===== config.mk =====
export PLATFORM = sky130hd
export DESIGN_NAME = seq_div_flat
export DESIGN_NICKNAME = d
export VERILOG_FILES = /design/src/rtl/seq_arith_pkg.sv /design/src/rtl/seq_div_if.sv /design/src/rtl/div_step.sv /design/src/rtl/seq_div.sv /design/src/flat_wrapper.sv
export SDC_FILE = /design/constraint.sdc
export NUM_CORES = 1
export LEC_CHECK = 0
export BUFFER_PORTS_ARGS = -buffer_cell sky130_fd_sc_hd__buf_2
export CAP_MARGIN = 20
export CORE_AREA = 2 2 45 88
export CTS_CLUSTER_SIZE = 30
export DETAILED_ROUTE_END_ITERATION = 8
export DIE_AREA = 0 0 47 90
export GPL_TIMING_DRIVEN = 1
export SLEW_MARGIN = 30
export SYNTH_ARGS = -nofsm -noshare
export SYNTH_HDL_FRONTEND = slang
export SYNTH_HIERARCHICAL = 1
export SYNTH_SLANG_ARGS = --single-unit
export TNS_END_PERCENT = 10

===== constraint.sdc =====
create_clock -name clk -period 2.9 [get_ports clk]
set_input_delay 0.725 -clock clk [delete_from_list [all_inputs] [get_ports clk]]
set_output_delay 0.725 -clock clk [all_outputs]
set_load 0.05 [all_outputs]

===== src/rtl/seq_arith_pkg.sv =====
// Shared definitions for the sequential arithmetic units (multiplier, divider).
// Provides the default operand width and the common 2-bit FSM state encoding
// used by both units so the lab controller can decode either one the same way.
package seq_arith_pkg;

  // Operand width shared with the sequential shift-add multiplier.
  localparam int DEFAULT_WIDTH = 4;

  // FSM states common to the sequential arithmetic units.
  typedef enum logic [1:0] {
    ST_IDLE   = 2'd0,
    ST_DIVIDE = 2'd1,
    ST_DONE   = 2'd2
  } state_t;

endpackage


===== src/rtl/seq_div_if.sv =====
// Handshake/operand bundle between the arithmetic lab controller and the
// sequential divider.
//   master : controller side - drives start/dividend/divisor, sees status/results
//   slave  : divider side    - consumes the request, drives busy/done/results
interface seq_div_if
  import seq_arith_pkg::*;
#(
  parameter int WIDTH = DEFAULT_WIDTH
);

  logic             start;
  logic [WIDTH-1:0] dividend;
  logic [WIDTH-1:0] divisor;
  logic             busy;
  logic             done;
  logic [WIDTH-1:0] quotient;
  logic [WIDTH-1:0] remainder;
  logic             div_by_zero;

  modport master (
    output start, dividend, divisor,
    input  busy, done, quotient, remainder, div_by_zero
  );

  modport slave (
    input  start, dividend, divisor,
    output busy, done, quotient, remainder, div_by_zero
  );

endinterface


===== src/rtl/div_step.sv =====
// One restoring-division iteration (purely combinational).
// Shifts the next dividend bit into the partial remainder and trial-subtracts
// the divisor; the new quotient bit says whether the subtraction was kept.
//   r_in  : partial remainder before the step (always < d)
//   q_msb : dividend bit being shifted into the remainder
//   d     : divisor
//   r_out : partial remainder after the step
//   q_bit : quotient bit produced by this step
module div_step
  import seq_arith_pkg::*;
#(
  parameter int WIDTH = DEFAULT_WIDTH
) (
  input  logic [WIDTH-1:0] r_in,
  input  logic             q_msb,
  input  logic [WIDTH-1:0] d,
  output logic [WIDTH-1:0] r_out,
  output logic             q_bit
);

  // Shifted remainder needs one extra bit so the compare cannot overflow.
  logic [WIDTH:0] trial;

  // Trial subtract and restore.
  always_comb begin
    trial = {r_in, q_msb};
    if (trial >= {1'b0, d}) begin
      q_bit = 1'b1;
      // r_in < d implies trial < 2*d, so the difference fits in WIDTH bits
      // and the low WIDTH bits of the modular subtraction are exact.
      r_out = trial[WIDTH-1:0] - d;
    end else begin
      q_bit = 1'b0;
      r_out = trial[WIDTH-1:0];
    end
  end

endmodule


===== src/rtl/seq_div.sv =====
// Sequential restoring (shift-subtract) unsigned divider, one quotient bit per
// clock. A start seen in IDLE latches the operands; WIDTH iterations later the
// quotient/remainder are written and done pulses for one cycle. A zero divisor
// completes immediately with quotient = all ones, remainder = dividend and
// div_by_zero set. Results hold until the next completion or reset.
//   clk : rising-edge clock
//   rst : synchronous, active-high reset (abandons any operation in flight)
//   bus : seq_div_if slave - start/dividend/divisor in; busy/done/quotient/
//         remainder/div_by_zero out
module seq_div
  import seq_arith_pkg::*;
#(
  parameter int WIDTH = DEFAULT_WIDTH
) (
  input  logic     clk,
  input  logic     rst,
  seq_div_if.slave bus
);

  localparam int CW = $clog2(WIDTH + 1);

  state_t           state;
  state_t           next_state;

  logic [WIDTH-1:0] q_reg;
  logic [WIDTH-1:0] r_reg;
  logic [WIDTH-1:0] d_reg;
  logic [CW-1:0]    count;

  logic [WIDTH-1:0] quotient_reg;
  logic [WIDTH-1:0] remainder_reg;
  logic             dbz_reg;

  logic [WIDTH-1:0] step_r;
  logic             step_q;
  logic [WIDTH-1:0] q_next;
  logic             last_iter;
  logic             divisor_zero;
  logic             busy_dec;
  logic             done_dec;

  div_step #(
    .WIDTH (WIDTH)
  ) u_step (
    .r_in  (r_reg),
    .q_msb (q_reg[WIDTH-1]),
    .d     (d_reg),
    .r_out (step_r),
    .q_bit (step_q)
  );

  assign q_next       = {q_reg[WIDTH-2:0], step_q};
  assign last_iter    = (count == CW'(WIDTH - 1));
  assign divisor_zero = (bus.divisor == {WIDTH{1'b0}});

  // State register.
  always_ff @(posedge clk) begin
    if (rst) begin
      state <= ST_IDLE;
    end else begin
      state <= next_state;
    end
  end

  // Next-state logic.
  always_comb begin
    next_state = ST_IDLE;
    case (state)
      ST_IDLE: begin
        if (bus.start) begin
          next_state = divisor_zero ? ST_DONE : ST_DIVIDE;
        end else begin
          next_state = ST_IDLE;
        end
      end
      ST_DIVIDE: begin
        if (last_iter) begin
          next_state = ST_DONE;
        end else begin
          next_state = ST_DIVIDE;
        end
      end
      ST_DONE: next_state = ST_IDLE;
      default: next_state = ST_IDLE;
    endcase
  end

  // Status decode; both flags come straight from the state flops.
  always_comb begin
    busy_dec = 1'b0;
    done_dec = 1'b0;
    case (state)
      ST_DIVIDE: busy_dec = 1'b1;
      ST_DONE:   done_dec = 1'b1;
      default: begin
        busy_dec = 1'b0;
        done_dec = 1'b0;
      end
    endcase
  end

  // Working registers and result registers.
  always_ff @(posedge clk) begin
    if (rst) begin
      q_reg         <= {WIDTH{1'b0}};
      r_reg         <= {WIDTH{1'b0}};
      d_reg         <= {WIDTH{1'b0}};
      count         <= {CW{1'b0}};
      quotient_reg  <= {WIDTH{1'b0}};
      remainder_reg <= {WIDTH{1'b0}};
      dbz_reg       <= 1'b0;
    end else begin
      case (state)
        ST_IDLE: begin
          if (bus.start) begin
            q_reg <= bus.dividend;
            d_reg <= bus.divisor;
            r_reg <= {WIDTH{1'b0}};
            count <= {CW{1'b0}};
            // Zero divisor skips the iterations and publishes its result now.
            if (divisor_zero) begin
              quotient_reg  <= {WIDTH{1'b1}};
              remainder_reg <= bus.dividend;
              dbz_reg       <= 1'b1;
            end
          end
        end
        ST_DIVIDE: begin
          q_reg <= q_next;
          r_reg <= step_r;
          count <= count + CW'(1);
          if (last_iter) begin
            quotient_reg  <= q_next;
            remainder_reg <= step_r;
            dbz_reg       <= 1'b0;
          end
        end
        default: begin
          q_reg <= q_reg;
        end
      endcase
    end
  end

  assign bus.busy        = busy_dec;
  assign bus.done        = done_dec;
  assign bus.quotient    = quotient_reg;
  assign bus.remainder   = remainder_reg;
  assign bus.div_by_zero = dbz_reg;

endmodule


===== src/flat_wrapper.sv =====
// flat-port wrapper written by rule: the top's interface ports become plain ports
module seq_div_flat import seq_arith_pkg::*;
#(
  parameter int WIDTH = DEFAULT_WIDTH
)
  (clk, rst, bus_start, bus_dividend, bus_divisor, bus_busy, bus_done, bus_quotient, bus_remainder, bus_div_by_zero);
  seq_div_if #(.WIDTH(WIDTH)) bus_i ();
  input  logic clk;
  input  logic rst;
  input wire logic [$bits(bus_i.start)-1:0] bus_start;
  input wire logic [$bits(bus_i.dividend)-1:0] bus_dividend;
  input wire logic [$bits(bus_i.divisor)-1:0] bus_divisor;
  output wire logic [$bits(bus_i.busy)-1:0] bus_busy;
  output wire logic [$bits(bus_i.done)-1:0] bus_done;
  output wire logic [$bits(bus_i.quotient)-1:0] bus_quotient;
  output wire logic [$bits(bus_i.remainder)-1:0] bus_remainder;
  output wire logic [$bits(bus_i.div_by_zero)-1:0] bus_div_by_zero;
  assign bus_i.start = bus_start;
  assign bus_i.dividend = bus_dividend;
  assign bus_i.divisor = bus_divisor;
  assign bus_busy = bus_i.busy;
  assign bus_done = bus_i.done;
  assign bus_quotient = bus_i.quotient;
  assign bus_remainder = bus_i.remainder;
  assign bus_div_by_zero = bus_i.div_by_zero;
  seq_div #(.WIDTH(WIDTH)) u_core (.clk(clk), .rst(rst), .bus(bus_i));
endmodule

==> summary by stage, run 1 <==
Outcome
The flow ran to the end, and the final reports show no timing, DRC or antenna violations.

Synth
Ranked by total cell area, the synthesized netlist is headed by sky130_fd_sc_hd__dfxtp_1 38%, sky130_fd_sc_hd__a211oi_1 6.6%, sky130_fd_sc_hd__ha_1 5.5%. The number of warnings printed during yosys synthesis is 6. In this run, synthesis produced a sequential element count of 26.

The synthesized area per cell is 9.261 um^2. Of all cell types, the one taking the most synthesized area is sky130_fd_sc_hd__dfxtp_1. Of the post-synthesis cell area, the dominant cell type holds 0.3824. The gate count after technology mapping is 147. The number of nets handed over by synthesis was about 170. Yosys mapped the design onto 39 distinct sky130hd cell types. The fraction of synthesis flops using an asynchronous set or reset pin is 0. In this run, synthesis inferred 0 flip-flops with an integrated enable. The area of the mapped netlist is 1361 um^2.

The share of the yosys chip area belonging to registers is 0.3824. The most used flip-flop cell after synthesis is sky130_fd_sc_hd__dfxtp_1.

Critical path
STA puts the critical path data arrival time at 1530 ps. The length in cells of the worst reg-to-reg path is 8. The worst setup path is captured at an output port. Of all nets on the critical path, the largest fanout is 16. The setup slack on the worst flop-to-flop path is 1000 ps. STA classifies the critical path startpoint as a register. The kind of critical path is register to output port. The required time of the critical path is 2170 ps.

In this run the critical register-to-register path is launched from u_core/d_reg[2]. On the critical path, the stage with the largest delay is an instance of sky130_fd_sc_hd__dfxtp_1. The worst reg2reg path endpoint is u_core/bus.remainder[3].

The maximum single-stage delay on the critical path is 550 ps. On the critical path the largest part of the delay comes from buffers and inverters. The sum of buffers and inverters on the critical path is 2. Walking the worst path, the cells encountered are nand2b_4 > inv_2 > buf_2.

Floorplanning
The number of cell rows is 31. The die outline width is 47 um. In this run the count of I/O pins placed on the die edge is 22.

The die is roughly 90 um tall. The die covers between 4000 and 5000 um^2. The starting utilization of the core area is 0.3815. The core outline area is roughly 3600 um^2.

Final layout
Summing all multi-input logic gate instances after layout gives approximately 740 um^2. Of the cells placed in the final design, the portion with a size suffix greater than 1 is 0.2393. The layout has 388 filler cells. The net count of the finished layout is ~180.

The number of inserted diodes is 0. The combined flip-flop and latch cell area is 520.5 um^2. From synthesis to final layout, the design area changed by 11.58%.

Clock network
The total number of clock tree sinks is 26. The clock reaches the later pin of the worst-skew pair after 270 ps. In this run the number of H-tree levels came out at 1.

The root buffer cell is sky130_fd_sc_hd__clkbuf_8. The clock-pin slew of the registers on the worst-case setup and hold paths is 90 ps. The number of buffers inserted during clock tree synthesis is 3. The deepest clock path buffer count is 2. After clock tree synthesis, the setup repair step added 0 buffers. TritonCTS built the clock tree. The number of hold buffers added after cts is 0. Post-CTS repair changed the size of 0 cells.

Run
The max-capacitance violation count is 0.

Route
The routed layout has 1110 vias. The total wire length after detailed routing is approximately 3 mm. After the first detailed-routing iteration, the DRC count stood at 23. After detailed routing, the number of remaining DRC violations is 0. Once detail routing completed, the nets flagged for antenna violations numbered 0. The number of vias per cell after detailed routing is 5.236. The average wire length per cell after detail routing is 14.15 um. The number of optimization iterations in the first detailed-route pass is 4.

STA
The final-report hold violation count is 0. The maximum operating frequency is 443.5 MHz. Measured against its own limit, the worst slew margin works out to 0.5426. The clock period minus worst slack is 2255 ps. The number of max-slew violations in the final report is 0. Setup repair after global routing left no endpoint under its margin. In the finished design, the share of the clock period the worst path needs comes to 0.7775. The number of setup violations in the final report is 0.

The clock skew is 1.182 ps. The post-route worst hold slack is 464.9 ps. The transition time at the pin with the least slew margin is 685.4 ps. The sum of negative setup slack is 0 ps.

Hold path
The worst min-delay path category is register to register. For hold timing, the worst endpoint is u_core/d_reg[3]. Counting instances, the worst hold path has a depth of 2. The worst hold path begins at u_core/d_reg[3].

Pwr
For this design the ratio of total power to cell area is about 540 nW/um^2. The maximum ir drop on the vdd rail is ~0.29 mV. The reported leakage power is 0.6026 nW.

Global routing
The first-pass GRT wire length is approximately 5.0 mm. The number of global-route vias before repair is between 1000 and 1500. The leftover overflow at the end of global routing is 0. Entering global routing, the biggest net connects 27 pins. The initial antenna violation count was 0. The combined global-route utilization of all metal layers is 0.1576.

Placed design
Routability-driven placement finished with a final weighted congestion of 0.8460. The number of buffers added on ports is 21. The half-perimeter wire length of the detailed placement result is approximately 2.4 mm.
## cells by family after synthesis
family	synth area share
simple gates	0.2151
flops	0.3824
fa+ha+maj	0.06985
compound gates	0.1921
mux	0.06250
xor+xnor	0.006435
buf+inv	0.07168
## tightest hold or removal path, delay by kind of cell (launching register included)
family	cells	cell delay, ps
flops	1	320
simple gates	1	50
compound gates	1	50
## synthesized netlist by cell type (2+ instances only)
cell type                  instances
sky130_fd_sc_hd__dfxtp_1          26
sky130_fd_sc_hd__nand2_1          14
sky130_fd_sc_hd__a211oi_1         12
sky130_fd_sc_hd__nor2_1           12
sky130_fd_sc_hd__a21oi_1          11
sky130_fd_sc_hd__inv_1             8
sky130_fd_sc_hd__a22oi_1           7
sky130_fd_sc_hd__mux2i_1           7
sky130_fd_sc_hd__ha_1              6
sky130_fd_sc_hd__nor3_1            6
sky130_fd_sc_hd__buf_6             3
sky130_fd_sc_hd__clkbuf_1          3
sky130_fd_sc_hd__nand2b_1          3
sky130_fd_sc_hd__buf_4             2
sky130_fd_sc_hd__nand3_1           2
sky130_fd_sc_hd__or3b_2            2
## how the worst max path moves through the flow
| stage | startpoint | end | slack, ps | cells past startpoint |
|---|---|---|---|---|
| floorplan | u_core/state[1] | bus_done | 1020 | 2 |
| global placement | u_core/state[0] | bus_busy | 1000 | 3 |
| detailed placement | bus_start | u_core/state[1] | 930 | 4 |
| CTS | u_core/state[0] | bus_busy | 650 | 3 |
| global route | u_core/state[0] | bus_busy | 580 | 3 |
| finish | u_core/state[0] | bus_busy | 650 | 3 |
## routing by layer
layer | vias up | GRT usage | wire [um]
met3 | 11 | 0.02410 | 67
met5 | - | 0 | 0
met4 | 0 | 0.09028 | 128
met2 | 21 | 0.2694 | 1615
met1 | 528 | 0.1673 | 1187
li1 | 550 | - | -
## report_power, final
part | internal (mW) | switching (mW) | total [mW]
logic | 0.0737 | 0.116 | 0.190
registers | 0.375 | 0.0161 | 0.391
clock network | 0.122 | 0.115 | 0.236
## layout by cell type, fill, tap and decap left out, types with 2 or more instances in the layout
master,count
sky130_fd_sc_hd__a211oi_1,12
sky130_fd_sc_hd__a21oi_1,11
sky130_fd_sc_hd__a22oi_1,7
sky130_fd_sc_hd__buf_2,21
sky130_fd_sc_hd__clkbuf_8,4
sky130_fd_sc_hd__dfxtp_1,26
sky130_fd_sc_hd__ha_1,6
sky130_fd_sc_hd__inv_1,8
sky130_fd_sc_hd__mux2i_1,7
sky130_fd_sc_hd__nand2_1,14
sky130_fd_sc_hd__nand2b_1,3
sky130_fd_sc_hd__nand3_1,2
sky130_fd_sc_hd__nor2_1,12
sky130_fd_sc_hd__nor3_1,6
sky130_fd_sc_hd__or3b_2,2
## stage by stage
step | setup slack (ps) | total power, mW | std cells | util | area (um^2)
6_report | 645.2 | 0.8173 | 212 | 0.4257 | 1519
5_1_grt | 582.3 | 0.8591 | 212 | 0.4257 | 1519
4_1_cts | 647.9 | 0.8227 | 212 | 0.4257 | 1519
3_5_place_dp | 933.7 | 0.5888 | 208 | 0.4102 | 1464
3_3_place_gp | 998.5 | 0.5829 | 208 | 0.4102 | 1464
2_1_floorplan | 1018 | 0.5509 | 147 | - | 1361
## cell type report
cell class                 count  share of cell area
tap                           49             0.04036
inverter                       9             0.02224
multi-input combinational    103              0.4893
timing repair buffer          21             0.06919
sequential                    26              0.3427
clock buffer                   4             0.03624
(Power assumes the default switching activity.)
==> run 2: changes to the inputs <==
==> constraint.sdc (replaced) <==
create_clock -name clk -period 1.96 [get_ports clk]
set_input_delay 0.49 -clock clk [delete_from_list [all_inputs] [get_ports clk]]
set_output_delay 0.49 -clock clk [all_outputs]
set_load 0.05 [all_outputs]
==> run 2 against run 1 <==
Against the previous run:
- sequential power is 48% higher
- routed wire length rose by 2.0%
- clock skew is 7.7 ps higher
- count of clock-buffer cells in the layout fell by 1
- clock power rose by 89%
- non-clock buffer count rose by 6
- flip-flop and latch count is the same
==> summary by stage, run 2 (synthesis gave the netlist of run 1 again) <==
Route
The total DRC errors in the routed layout was 0 (unchanged). The total wire length after detailed routing was 3.060 mm (+2.0%). The number of DRC violations after detailed-routing iteration 0 was 38 (+65%). The count of vias placed by the detailed router is 1135 (+2.3%). The number of nets still failing antenna checks after routing is 0 (unchanged). The average wire length per cell after detail routing was 14.04 um (-0.77%). The number of vias per cell after detailed routing is 5.206 (-0.56%).

The number of optimization iterations in the first detailed-route pass is 6 (+2).

Floorplanning
The die footprint was 4230 um^2 (unchanged). The die outline width came to 47 um (unchanged). The vertical die dimension came to 90 um (unchanged). The starting utilization of the core area is 0.3815 (unchanged). The core outline area is 3568 um^2 (unchanged). The top-level I/O count is 22 (unchanged). The number of cell rows came to 31 (unchanged).

Placed design
The number of buffers added on ports is 21 (unchanged). The placed instance count was 213 (+2.4%). The half-perimeter wire length of the detailed placement result is 2.412 mm (+1.1%). The final estimated routing congestion in global placement is 0.8972 (+6.1%). The total cell area at the placement stage came to 1501 um^2 (+2.6%).

Global routing
The global-route track usage on met1 came to 0.1675 (+0.0002091). The leftover overflow at the end of global routing is 0 (unchanged). The number of global-route vias before repair came to 1147 (+2.3%). The first-pass GRT wire length is 5.016 mm (+0.28%). The fraction of met2 tracks used by global routing was 0.2888 (+0.01941). The combined global-route utilization of all metal layers is 0.1591 (+0.001557). The most utilized layer in the global route result is met2. The pin count of the biggest net entering global routing is 27 (unchanged).

The met3 usage is 0.01807 (-0.006024). The initial antenna violation count is 0 (unchanged).

Final layout
From synthesis to final layout, the design area changed by 16.82%. The net count of the finished layout is 188 (+3.3%). The count of placed standard cells in the final layout, fillers left out is 218 (+2.8%). In the layout the commonest cells are 25 x sky130_fd_sc_hd__dfxtp_1, 21 x sky130_fd_sc_hd__buf_2, 14 x sky130_fd_sc_hd__nand2_1. The cell area after layout is 1590 um^2 (+4.7%).

The proportion of layout cells with a drive suffix above 1 is 0.2840 (+0.04476). The most common cell after layout, fill and taps aside is sky130_fd_sc_hd__dfxtp_1. The number of fill cells in the layout is 363 (-6.4%). The number of inserted diodes is 0 (unchanged).

STA
The transition time at the pin with the least slew margin is 563.9 ps (-121.5 ps). The number of setup violations in the final report is 0 (unchanged). The portion of the clock cycle consumed by the worst path in the final layout is 0.9415.

The worst-case headroom to the max-slew limit is 0.6236 (+0.08109). Setup repair after global routing could not meet its margin everywhere. The clock period minus worst slack is 1845 ps.

The final-report hold violation count is 0 (unchanged). The maximum operating frequency is 541.9 MHz. The number of max-slew violations in the final report was 0 (unchanged).

The clock skew is 8.870 ps (+7.688 ps). The post-route worst hold slack is 462.7 ps (-2.249 ps).

Critical path
The required time of the critical path was 2160 ps (about the same). The critical path capture point type is a register. The data arrival time of the critical path is 2040 ps (+510 ps). The maximum fanout along the worst path is 4 (-12). The critical path in this run is classified as register to register. The startpoint type of the worst setup path is a register.

Clock network
The later-pin clock latency in the skew report came to 280 ps (about the same). The number of buffers inserted during clock tree synthesis is 3 (unchanged). The root buffer cell is sky130_fd_sc_hd__clkbuf_8. The clock tree from TritonCTS is done. The clock-pin slew of the registers on the worst-case setup and hold paths came to 90 ps (about the same). The total number of clock tree sinks was 26 (unchanged). The deepest clock path buffer count is 2 (unchanged). The H-tree depth is 1 (unchanged).

Hold path
The worst min-delay path category is register to register.

Pwr
The overall power after layout is 1.330 mW (+63%). The reported leakage power was 0.6415 nW (+6.4%). The maximum ir drop on the vdd rail is 0.4077 mV (+39%). The power density of the placed cells is 836.5 nW/um^2 (+55%).

Outcome
The flow ran to the end, and the final reports show no timing, DRC or antenna violations.

Run
The max-capacitance violation count is 0 (unchanged).
-- run 2: final timing paths --
check                  startpoint                       to  slack [ps]  depth (start not counted)
hold reg to reg   u_core/d_reg[2]          u_core/d_reg[2]         460                          2
hold / removal    u_core/d_reg[2]          u_core/d_reg[2]         460                          2
setup reg to reg  u_core/d_reg[2]  u_core/bus.remainder[3]         110                          8
setup / recovery  u_core/d_reg[2]  u_core/bus.remainder[3]         110                          8
-- run 2: layout make-up --
type / instances / area (um^2) / share of cell area
Clock buffer: 3 / 41.29 / 0.02596
Inverter: 9 / 33.78 / 0.02124
Sequential cell: 26 / 521.8 / 0.3281
Multi-Input combinational cell: 103 / 752.0 / 0.4729
Clock inverter: 1 / 30.03 / 0.01888
Timing Repair Buffer: 27 / 150.1 / 0.09441
Tap cell: 49 / 61.31 / 0.03855
-- run 2: critical path, cell delays in order (launching register included) --
cell and delay [ps]:
sky130_fd_sc_hd__dfxtp_1 340, sky130_fd_sc_hd__inv_1 50, sky130_fd_sc_hd__ha_1 360, sky130_fd_sc_hd__nand4_1 140, sky130_fd_sc_hd__nand2_2 120, sky130_fd_sc_hd__nor2_1 50
sky130_fd_sc_hd__nor3_1 340, sky130_fd_sc_hd__mux2i_1 150, sky130_fd_sc_hd__a211oi_1 230
-- run 2: report_power, final --
group,internal (mW),switching (mW),leakage (nW),total (mW)
Combinational,0.127,0.179,0.394,0.306
Sequential,0.555,0.0244,0.212,0.579
Clock,0.274,0.171,0.0357,0.445
-- run 2: timing repair --
action,in CTS,in global routing
endpoints found under the setup margin,0,4
resized for setup,0,3
hold buffers,0,0
setup buffers,0,1
-- run 2: through the flow --
| step | setup WS [ps] | utilization | setup TNS [ps] |
|---|---|---|---|
| after floorplan | 301.0 | - | 0 |
| after global placement | 124.3 | 0.4208 | 0 |
| after detailed placement | 84.91 | 0.4208 | 0 |
| after CTS | 69.26 | 0.4407 | 0 |
| after global routing | -21.99 | 0.4457 | -48.37 |
| final | 114.7 | 0.4457 | 0 |
-- run 2: layer usage --
metal	up-vias	wire [um]
met5	-	0
met4	0	80
met3	6	51
met2	21	1720
met1	543	1207
li1	565	-
==> run 3: changes to the inputs <==
--- a/config.mk
+++ b/config.mk
@@ -5,12 +5,13 @@
 export SDC_FILE = /design/constraint.sdc
 export NUM_CORES = 1
 export LEC_CHECK = 0
+export ABC_AREA = 1
 export BUFFER_PORTS_ARGS = -buffer_cell sky130_fd_sc_hd__buf_2
 export CAP_MARGIN = 20
-export CORE_AREA = 2 2 45 88
+export CORE_AREA = 2 2 44 87
 export CTS_CLUSTER_SIZE = 30
 export DETAILED_ROUTE_END_ITERATION = 8
-export DIE_AREA = 0 0 47 90
+export DIE_AREA = 0 0 46 89
 export GPL_TIMING_DRIVEN = 1
 export SLEW_MARGIN = 30
 export SYNTH_ARGS = -nofsm -noshare
==> run 3 against run 2 <==
Against the previous run:
- clock power shrank 23%
- area after synthesis fell by 1.5%
- hold slack worse by 12 ps
- non-clock buffer count fell by 4
- register-to-register slack gained 180 ps
- sequential share of layout area rose by 1.4 points
- setup slack improved by 69 ps
- final area decreased by 4.3%
- critical path type is now register to output port
==> summary by stage, run 3 <==
Floorplanning
The core outline area is 3378 um^2 (-5.3%). The vertical die dimension is 89 um (-1.1%). The starting utilization of the core area is 0.3970 (+0.01555). The number of cell rows came to 30 (-3.2%).

The top-level I/O count came to 22 (unchanged). The die footprint is 4094 um^2 (-3.2%). The die outline width came to 46 um (-2.1%).

Final layout
The growth of design area from synthesis to finish is 13.43%. The count of placed standard cells in the final layout, fillers left out is 244 (+12%). The proportion of layout cells with a drive suffix above 1 came to 0.1887 (-0.09534). Leaving out fill and tap cells, the most frequent cell in the layout is sky130_fd_sc_hd__nand2_1. The number of inserted diodes is 0 (unchanged). The utilization of the core after routing is 0.4504 (+0.004718). The cell area after layout is 1521 um^2 (-4.3%). In the layout the commonest cells are 45 x sky130_fd_sc_hd__nand2_1, 29 x sky130_fd_sc_hd__nor2_1, 27 x sky130_fd_sc_hd__inv_1. The net count of the finished layout is 231 (+23%).

Synth
The largest area contributor in the synthesized netlist is sky130_fd_sc_hd__dfxtp_1. By area, the combinational part of the netlist is dominated by simple AND/OR/NAND/NOR gates. The area fraction in compound gates after synthesis is 0.1185 (-0.07363). The share of the yosys chip area belonging to registers is 0.3881 (+0.005707).

The multiplexer area fraction after synthesis is 0 (-0.06250). The gate count after technology mapping came to 190 (+29%). The most common cell in the synthesized netlist is sky130_fd_sc_hd__nand2_1.

The area share of xor/xnor cells in the synthesized design is 0.006530 (+0.00009603). Among all flip-flop cells after synthesis, the most frequent one is sky130_fd_sc_hd__dfxtp_1. The fraction of synthesis flops using an asynchronous set or reset pin is 0 (unchanged). The synthesized netlist net count is 208 (+26%).

The number of warnings printed during yosys synthesis is 6 (unchanged). The simple-gate share of the synthesized area is 0.3116 (+0.09649). The synthesized flop and latch total is 26 (unchanged). The share of the synthesized area in the top cell type was 0.3881 (+0.005707).

In the synthesized netlist, the cells that appear most often are 45 x sky130_fd_sc_hd__nand2_1, 29 x sky130_fd_sc_hd__nor2_1, 27 x sky130_fd_sc_hd__inv_1. Sorting the synthesized cells by area gives the leading types as sky130_fd_sc_hd__dfxtp_1 39%, sky130_fd_sc_hd__nand2_1 13%, sky130_fd_sc_hd__nor2_1 8.1%. The area of the mapped netlist is 1341 um^2 (-1.5%). The synthesized area per cell came to 7.059 um^2 (-24%).

The distinct cell type count after synthesis is 24 (-38%). The number of enable-type register cells in the synthesized netlist came to 0 (unchanged). The post-synthesis adder-cell area fraction is 0.07090 (+0.001043).

Pwr
The total internal power is 0.8966 mW (-6.2%). The maximum ir drop on the vdd rail is 0.4968 mV (+22%). The reported leakage power is 0.7691 nW (+20%). The relative contribution of sequential cells to total power is 0.437 (+0.002).

The clock network fraction of total power is 0.248 (-0.086). The net switching component of the power came to 0.4865 mW (+30%). The fraction of power spent switching nets is 0.3518 (+0.07014). The power density of the placed cells is 909.1 nW/um^2 (+8.7%). The overall power after layout is 1.383 mW (+4.0%). The relative contribution of combinational cells to total power came to 0.315 (+0.085).

STA
The transition time at the pin with the least slew margin is 413.9 ps (-150.0 ps). The maximum operating frequency was 562.9 MHz (+3.9%). The worst-case headroom to the max-slew limit is 0.7212 (+0.09751). The final-report hold violation count came to 0 (unchanged). The smallest setup slack after layout is 183.4 ps (+68.68 ps). Setup repair after global routing left no endpoint under its margin. The post-route worst hold slack is 450.6 ps (-12.10 ps). The clock period minus worst slack came to 1777 ps (-68.68 ps). The clock skew is 7.870 ps (-0.9998 ps). The number of max-slew violations in the final report is 0 (unchanged).

The portion of the clock cycle consumed by the worst path in the final layout is 0.9064 (-0.03504). The number of setup violations in the final report came to 0 (unchanged). The sum of negative setup slack is 0 ps (unchanged).

Global routing
The combined global-route utilization of all metal layers came to 0.1619 (+0.002758). The leftover overflow at the end of global routing is 0 (unchanged). The met3 usage is 0.01616 (-0.001911). The pin count of the biggest net entering global routing is 16 (-41%). The initial antenna violation count is 0 (unchanged). The fraction of met2 tracks used by global routing is 0.2917 (+0.002854). The first-pass GRT wire length was 4.899 mm (-2.3%). The most utilized layer in the global route result is met2. The number of global-route vias before repair is 1170 (+2.0%). The global-route track usage on met1 is 0.1744 (+0.006904).

Run
The max-capacitance violation count is 0 (unchanged).

Hold path
The worst min-delay path category is register to register. The instance count along the most critical hold path is 2 (unchanged). The hold path endpoint is u_core/bus.quotient[2]. The launch instance of the worst min-delay path is u_core/bus.quotient[2].

Critical path
The data arrival time of the critical path was 1290 ps (-750 ps). The required time of the critical path is 1470 ps (-690 ps). The endpoint identified for the worst register-to-register timing path is u_core/bus.remainder[2]. The setup slack on the worst flop-to-flop path is 290 ps (+180 ps). The maximum fanout along the worst path is 7 (+3). The kind of critical path is register to output port. The startpoint type of the worst setup path is a register. In this run the critical register-to-register path is launched from u_core/q_reg[3]. The critical path starts at u_core/state[0]. The length in cells of the worst reg-to-reg path is 10 (+2).

The critical path capture point type is an output port.

Clock network
The later-pin clock latency in the skew report is 270 ps (about the same). The post-cts sizing count is 0 (unchanged). The clock tree from TritonCTS is done.

The number of post-CTS setup repair buffers is 0 (unchanged). The tree is rooted in a sky130_fd_sc_hd__clkbuf_8. The number of buffers inserted during clock tree synthesis is 3 (unchanged).

The clock-pin slew of the registers on the worst-case setup and hold paths is 90 ps (about the same). The number of hold buffers added after cts was 0 (unchanged). The H-tree depth is 1 (unchanged). The total number of clock tree sinks is 26 (unchanged). The deepest clock path buffer count is 2 (unchanged).

Placed design
The placed instance count came to 240 (+13%). The final estimated routing congestion in global placement came to 0.8319 (-7.3%). The total cell area at the placement stage is 1466 um^2 (-2.3%). The number of buffers added on ports is 21 (unchanged). The setup slack after placement was 283.5 ps (+198.6 ps). The half-perimeter wire length of the detailed placement result is 2.318 mm (-3.9%).

Route
The total wire length after detailed routing is 2.883 mm (-5.8%). The total DRC errors in the routed layout was 0 (unchanged). The count of vias placed by the detailed router is 1179 (+3.9%).

The number of nets still failing antenna checks after routing is 0 (unchanged). The number of optimization iterations in the first detailed-route pass is 4 (-2). The number of vias per cell after detailed routing came to 4.832 (-7.2%). The average wire length per cell after detail routing was 11.82 um (-16%). The number of DRC violations after detailed-routing iteration 0 is 15 (-61%).

Outcome
The flow ran to the end, and the final reports show no timing, DRC or antenna violations.
-- run 3: cell families after synthesis --
kind of cell / Yosys count
AO/OA/AOI/OAI: 31
XOR/XNOR: 1
adder cells (fa/ha/maj): 7
buffers and inverters: 33
flip-flops: 26
AND/OR/NAND/NOR: 92
-- run 3: how the worst max path moves through the flow --
stage / to / slack (ps) / cells after the start
after floorplan: bus_done / 410 / 2
after global placement: u_core/bus.remainder[2] / 290 / 10
after detailed placement: u_core/bus.remainder[2] / 280 / 10
after CTS: bus_busy / 160 / 3
after global routing: u_core/bus.remainder[1] / 100 / 12
final: bus_busy / 180 / 3
-- run 3: critical path, cell delays in order, from the launching register on --
cell,delay [ps]
sky130_fd_sc_hd__dfxtp_1,440
sky130_fd_sc_hd__nand2_1,100
sky130_fd_sc_hd__inv_1,180
sky130_fd_sc_hd__buf_2,300
-- run 3: area by class of cell --
| type | count | area, um^2 |
|---|---|---|
| fill | 387 | 1857 |
| multi-input combinational | 131 | 680.7 |
| sequential | 26 | 520.5 |
| timing repair buffer | 23 | 120.1 |
| inverter | 28 | 105.1 |
| clock buffer | 4 | 55.05 |
| tap | 32 | 40.04 |
-- run 3: per-layer routing --
layer	routed length (um)	part of all wire
met2	1621	0.56
met5	0	0
met1	1144	0.40
met4	65	0.023
met3	51	0.018
-- run 3: power groups by stage --
| stage | sequential (mW) | combinational [mW] | clock [mW] |
|---|---|---|---|
| final | 0.605 | 0.436 | 0.342 |
| after global routing | 0.611 | 0.489 | 0.372 |
| after CTS | 0.606 | 0.441 | 0.357 |
| after detailed placement | 0.617 | 0.439 | 0 |
| after global placement | 0.617 | 0.437 | 0 |
| after floorplan | 0.669 | 0.298 | 0 |
